==> src/rtl/lc3b_pkg.sv <==
// Shared definitions for the LC-3b ALU issue/writeback controller:
// opcodes, ALU control encodings, controller states and small helpers.
package lc3b_pkg;

    localparam int XLEN = 16;

    localparam logic [3:0] OP_BR  = 4'b0000;
    localparam logic [3:0] OP_ADD = 4'b0001;
    localparam logic [3:0] OP_AND = 4'b0101;
    localparam logic [3:0] OP_XOR = 4'b1001;
    localparam logic [3:0] OP_SHF = 4'b1101;

    localparam logic [1:0] ALU_ADD = 2'b00;
    localparam logic [1:0] ALU_AND = 2'b01;
    localparam logic [1:0] ALU_XOR = 2'b10;
    localparam logic [1:0] ALU_SHF = 2'b11;

    localparam logic [1:0] SH_LSHF  = 2'b00;
    localparam logic [1:0] SH_RSHFL = 2'b01;
    localparam logic [1:0] SH_RSHFA = 2'b11;

    // {n,z,p} after reset: zero
    localparam logic [2:0] CC_RESET = 3'b010;

    typedef enum logic [2:0] {
        S_IDLE,
        S_EXEC,
        S_WAIT,
        S_WB,
        S_BRANCH,
        S_ILL
    } state_t;

    function automatic logic [XLEN-1:0] sext5(input logic [4:0] imm);
        return {{(XLEN-5){imm[4]}}, imm};
    endfunction

    function automatic logic [1:0] alu_op_of(input logic [3:0] opcode);
        logic [1:0] op;
        op = ALU_ADD;
        case (opcode)
            OP_AND:  op = ALU_AND;
            OP_XOR:  op = ALU_XOR;
            OP_SHF:  op = ALU_SHF;
            default: op = ALU_ADD;
        endcase
        return op;
    endfunction

    function automatic logic [2:0] cc_of(input logic [XLEN-1:0] v);
        logic n;
        logic z;
        n = v[XLEN-1];
        z = (v == '0);
        return {n, z, ~n & ~z};
    endfunction

endpackage

==> src/rtl/lc3b_regfile.sv <==
// LC-3b general register file: two asynchronous read ports, one synchronous
// write port, cleared by synchronous reset.
module lc3b_regfile
    import lc3b_pkg::*;
#(
    parameter int NREGS = 8
) (
    input  logic            clk,
    input  logic            reset,
    input  logic [2:0]      ra_addr,
    output logic [XLEN-1:0] ra_data,
    input  logic [2:0]      rb_addr,
    output logic [XLEN-1:0] rb_data,
    input  logic            we,
    input  logic [2:0]      w_addr,
    input  logic [XLEN-1:0] w_data
);

    logic [XLEN-1:0] regs [NREGS];

    always_ff @(posedge clk) begin
        if (reset) begin
            for (int i = 0; i < NREGS; i++) begin
                regs[i] <= '0;
            end
        end else if (we) begin
            regs[w_addr] <= w_data;
        end
    end

    assign ra_data = regs[ra_addr];
    assign rb_data = regs[rb_addr];

endmodule

==> src/rtl/lc3b_alu_issue.sv <==
// Issue/writeback controller for the LC-3b ALU: accepts one instruction at a
// time, drives the ALU, writes back with NZP update and resolves BR.
module lc3b_alu_issue
    import lc3b_pkg::*;
#(
    parameter int ALU_LAT = 1,
    parameter int NREGS   = 8
) (
    input  logic        clk,
    input  logic        reset,
    input  logic        instr_valid,
    output logic        instr_ready,
    input  logic [15:0] instr,
    output logic [1:0]  alu_opval,
    output logic [1:0]  alu_shiftop,
    output logic [3:0]  alu_amount4,
    output logic [15:0] alu_a1,
    output logic [15:0] alu_a2,
    input  logic [15:0] alu_d,
    output logic        wb_valid,
    output logic [2:0]  wb_dr,
    output logic [15:0] wb_data,
    output logic        cc_n,
    output logic        cc_z,
    output logic        cc_p,
    output logic        br_valid,
    output logic        br_taken,
    output logic [8:0]  br_offset,
    output logic        illegal
);

    localparam int CNT_W = $clog2(ALU_LAT + 1);
    localparam logic [CNT_W-1:0] WAIT_INIT = CNT_W'((ALU_LAT > 1) ? ALU_LAT - 2 : 0);

    state_t           state;
    logic [2:0]       dr;
    logic [CNT_W-1:0] wait_cnt;
    logic [2:0]       cc;
    logic [15:0]      wb_data_q;

    logic [3:0]  opcode;
    logic        is_alu_op;
    logic        accept;
    logic [15:0] ra_data;
    logic [15:0] rb_data;
    logic [15:0] a2_next;

    assign opcode    = instr[15:12];
    assign is_alu_op = (opcode == OP_ADD) || (opcode == OP_AND) ||
                       (opcode == OP_XOR) || (opcode == OP_SHF);
    assign accept    = instr_valid && instr_ready;

    // Operands are read straight from the incoming word at the accept edge so
    // the alu_* registers already hold them during the EXEC cycle.
    assign a2_next = (instr[5] && (opcode != OP_SHF)) ? sext5(instr[4:0]) : rb_data;

    lc3b_regfile #(
        .NREGS (NREGS)
    ) u_regfile (
        .clk     (clk),
        .reset   (reset),
        .ra_addr (instr[8:6]),
        .ra_data (ra_data),
        .rb_addr (instr[2:0]),
        .rb_data (rb_data),
        .we      (state == S_WB),
        .w_addr  (dr),
        .w_data  (alu_d)
    );

    // wb_data is live ALU data during the writeback cycle and holds it after.
    assign wb_data = wb_valid ? alu_d : wb_data_q;
    assign {cc_n, cc_z, cc_p} = cc;

    always_ff @(posedge clk) begin
        if (reset) begin
            state       <= S_IDLE;
            instr_ready <= 1'b1;
            dr          <= '0;
            wait_cnt    <= '0;
            alu_opval   <= '0;
            alu_shiftop <= '0;
            alu_amount4 <= '0;
            alu_a1      <= '0;
            alu_a2      <= '0;
            wb_valid    <= 1'b0;
            wb_dr       <= '0;
            wb_data_q   <= '0;
            cc          <= CC_RESET;
            br_valid    <= 1'b0;
            br_taken    <= 1'b0;
            br_offset   <= '0;
            illegal     <= 1'b0;
        end else begin
            wb_valid <= 1'b0;
            br_valid <= 1'b0;
            illegal  <= 1'b0;
            case (state)
                S_IDLE: begin
                    if (accept) begin
                        instr_ready <= 1'b0;
                        dr          <= instr[11:9];
                        if (is_alu_op) begin
                            state       <= S_EXEC;
                            alu_opval   <= alu_op_of(opcode);
                            alu_shiftop <= instr[5:4];
                            alu_amount4 <= (opcode == OP_SHF) ? instr[3:0] : 4'd0;
                            alu_a1      <= ra_data;
                            alu_a2      <= a2_next;
                        end else if (opcode == OP_BR) begin
                            state     <= S_BRANCH;
                            br_valid  <= 1'b1;
                            br_taken  <= |(instr[11:9] & cc);
                            br_offset <= instr[8:0];
                        end else begin
                            state   <= S_ILL;
                            illegal <= 1'b1;
                        end
                    end
                end
                S_EXEC: begin
                    wait_cnt <= WAIT_INIT;
                    if (ALU_LAT == 1) begin
                        state    <= S_WB;
                        wb_valid <= 1'b1;
                        wb_dr    <= dr;
                    end else begin
                        state <= S_WAIT;
                    end
                end
                S_WAIT: begin
                    if (wait_cnt == '0) begin
                        state    <= S_WB;
                        wb_valid <= 1'b1;
                        wb_dr    <= dr;
                    end else begin
                        wait_cnt <= wait_cnt - CNT_W'(1);
                    end
                end
                S_WB: begin
                    wb_data_q   <= alu_d;
                    cc          <= cc_of(alu_d);
                    state       <= S_IDLE;
                    instr_ready <= 1'b1;
                end
                default: begin
                    state       <= S_IDLE;
                    instr_ready <= 1'b1;
                end
            endcase
        end
    end

endmodule

==> config.mk <==
export PLATFORM = sky130hd
export DESIGN_NAME = lc3b_alu_issue
export DESIGN_NICKNAME = d
export VERILOG_FILES = /design/src/rtl/lc3b_pkg.sv /design/src/rtl/lc3b_regfile.sv /design/src/rtl/lc3b_alu_issue.sv
export SDC_FILE = /design/constraint.sdc
export NUM_CORES = 1
export LEC_CHECK = 0
export BUFFER_PORTS_ARGS = -buffer_cell sky130_fd_sc_hd__buf_2
export CELL_PAD_IN_SITES_DETAIL_PLACEMENT = 1
export CELL_PAD_IN_SITES_GLOBAL_PLACEMENT = 1
export CORE_MARGIN = 2
export CORE_UTILIZATION = 30
export CTS_BUF_LIST = sky130_fd_sc_hd__clkbuf_8
export DETAILED_ROUTE_END_ITERATION = 6
export HOLD_SLACK_MARGIN = 0.05
export PLACE_DENSITY = 0.61
export SLEW_MARGIN = 20
export SYNTH_ARGS = -nofsm -noshare
export SYNTH_HDL_FRONTEND = slang
export SYNTH_SLANG_ARGS = --single-unit
==> constraint.sdc <==
create_clock -name clk -period 6.32 [get_ports clk]
set_clock_uncertainty 0.1 [all_clocks]
set_input_delay 1.264 -clock clk [delete_from_list [all_inputs] [get_ports clk]]
set_output_delay 1.264 -clock clk [all_outputs]
set_load 0.02 [all_outputs]
==> flow_summary.toml <==
[status]
status = "completed"

[sta]
worst_slew_pin_slew_ps = 1019
final-setup-viol-count = 0
maxSlewHeadroom_pct = 31.84
min_period_over_period_pct = 55.40
layout_min_cycle_time_ps = 3501
setup_tns_ps = 0
rsz0062_at_grt = "false"
timing_hold_violations_final = 0
max_freq_ghz = 0.2856
slew_viol_final = 0

[routing]
drt_iter0_drc = 424
drt-total-wl_mm = 27.49
drtAntennaViolNets = 0
wl_per_cell_um = 20.80
dr.pass1.iters = 4
drc = 0
vias_per_cell = 4.891
vias = 6466

[synth]
synth_compound_area_share_pct = 6.657
synth_nets = 802
synth.mux.area_fraction_pct = 19.58
synth.yosys.warnings = 0
synthAdderAreaFrac_pct = 0
yosys.area_share.xor_xnor_pct = 0.08826
synthSimpleGateAreaFrac_pct = 14.75
ys_seq_elements = 209
synth_area_per_cell_um2 = 12.94
seq_area_frac_synth_pct = 55.08
synthCells = 767
ys_types = 47
synth_top_family_by_area = "multiplexers"
syn_area_um2 = 9923

[floorplan]
die_h_um = 185.9
core_area_um2 = 32540
rows = 66
start_util_pct = 30.50
ios = 111
die_w_um = 185.9
dieArea_um2 = 34550

[global_routing]
use_met2_pct = 24.59
grt_pass1_vias = 6714
track_usage_pct = 16.13
use_met1_pct = 23.70
overflow = 0
grt_first_pass_wirelength_mm = 41.73
antenna_found_initial = 0
grt_util_met3_pct = 2.798
grt_max_degree = 81
top_usage_layer = "met2"

[critical_path]
crit_type = "input port to flop"
crit_fanout = 80
arrival_ps = 3590
cp-startpoint = "reset"
reg2reg_setup_slack_ps = 3480
timing.rr.end = "u_regfile.regs[0][11]"
end_kind = "flop"
r2r-start = "state[1]"
crit_required_ps = 6400
startpoint_type = "input port"
reg2reg_depth = 4

[min_path]
hold_path_depth = 2
hp-class = "flop to flop"
holdPathEnd = "alu_amount4[1]"
min-delay-start = "alu_amount4[1]"

[clock_tree]
cts_max_path_buffers = 3
clockRootBuffer = "clkbuf_8"
cts.sinks = 209
cts.clk_slew.worst_paths_ps = 60
cts_resized = 0
post_cts_buffers = 0
htreeDepth = 2
insertion_delay_ps = 520
cts_hold_buffers = 0
cts_tree = "built"
numCtsBuffers = 40

[layout]
final_cell_mix = "edfxtp_1, and2_1, buf_2, dfxtp_1, mux4_2"
drive_above_1_share_pct = 31.25
multi_input_comb_area_um2 = 4091
area_growth_syn_to_layout_pct = 15.64
instances_no_fill = 1322
antenna_cells = 0
nFillCells = 3560
nets = 885
seqCellArea_um2 = 5465
layout_commonest_cell = "edfxtp_1"

[placed_design]
dpl.cell_count = 1250
dp_hpwl_mm = 18.87
place_congestion = 0.7153
port_buffers = 110

[power]
p_per_area_nw_per_um2 = 280.7
power.leakage_uw = 0.004365
peakVddDrop_uv = 102.2

[flow_run]
cap_violations = 0
## sequential cells by signal, summed over array words and instances, names as in the netlist, 2 cells and up
| name | cells |
|---|---|
| u_regfile.regs | 128 |
| wb_dr | 3 |
| br_offset | 9 |
| cc | 3 |
| state | 3 |
| wb_data_q | 15 |
| alu_shiftop | 2 |
| alu_opval | 2 |
| alu_amount4 | 4 |
| alu_a2 | 16 |
| dr | 3 |
| alu_a1 | 16 |
## worst max-delay path, cell delays in order
cell and delay [ps]:
buf_2 110, buf_4 380, nor2_1 270, nand4_1 340, nor3_2 730, or2_2 490
## worst max path at each step
stage	to	slack, ps	cells past startpoint
6_report	u_regfile.regs[1][11]	2820	6
5_1_grt	u_regfile.regs[1][5]	2540	6
4_1_cts	u_regfile.regs[1][3]	2760	6
3_5_place_dp	u_regfile.regs[1][11]	2200	6
3_3_place_gp	u_regfile.regs[1][12]	2330	6
2_1_floorplan	u_regfile.regs[6][0]	2540	4
## logic make-up (layout without fill, tap and decap cells)
| group | after synthesis | in the layout |
|---|---|---|
| multiplexers | 112 | 112 |
| AO/OA/AOI/OAI | 101 | 101 |
| XOR/XNOR | 1 | 1 |
| flip-flops | 209 | 209 |
| AND/OR/NAND/NOR | 263 | 263 |
| buffers and inverters | 81 | 194 |
## Yosys cell counts (all sizes together)
cell type  number  area share (%)
nor3b           1           0.076
clkbuf         47             1.8
or2             2            0.13
nand4b          1           0.088
nand3           1           0.050
o211ai          2            0.15
mux2           17             1.9
mux2i          31             3.1
and4b           1            0.10
or4             1           0.076
o2bb2ai         3            0.26
dfxtp          81              16
and3            4            0.26
edfxtp        128              39
o32ai          12             1.1
xnor2           1           0.088
nor2b           1           0.063
o311ai          3            0.26
nor3            5            0.42
nor4            6            0.38
mux4           64              15
a22oi           1           0.076
a222oi          1            0.10
a21oi          29             1.5
a211oi         29             2.2
or3             2            0.13
inv             5            0.19
nand4           7            0.44
and2          129             8.3
nand2b          2            0.13
buf            29             1.8
a21o            1           0.076
nand3b          1           0.076
o21ai          20             1.0
nor2           46             2.0
and3b           1           0.088
nand2          52             2.0
## final cells by class
cell class	count	share of cell area [%]
sequential	209	47.63
multi-input combinational	477	35.66
clock buffer	47	5.637
timing repair buffer	117	5.256
tap	442	4.820
clock inverter	25	0.8396
inverter	5	0.1636
## power by group
group	total (uW)	internal (uW)	switching [uW]
Sequential	1560	1510	53.7
Combinational	413	163	250
Clock	1240	671	572
Total	3220	2340	876
## through the flow
stage	worst slack (ps)	power [uW]	util [%]	hold slack [ps]	cell area, um^2
after floorplan	2542	1870	-	333.8	9923
after global placement	2330	2006	32.98	341.7	10730
after detailed placement	2205	2014	32.98	349.4	10730
after CTS	2760	3265	35.26	357.1	11470
after global routing	2535	3358	35.27	375.2	11470
final	2819	3220	35.27	347.6	11470
## metal layers
layer | part of all wire [%] | vias to the layer above
met2 | 45 | 163
met5 | 0 | -
met1 | 48 | 3249
li1 | - | 3025
met4 | 1.4 | 0
met3 | 5.4 | 29
No activity file was read; power rests on OpenSTA's default activity.
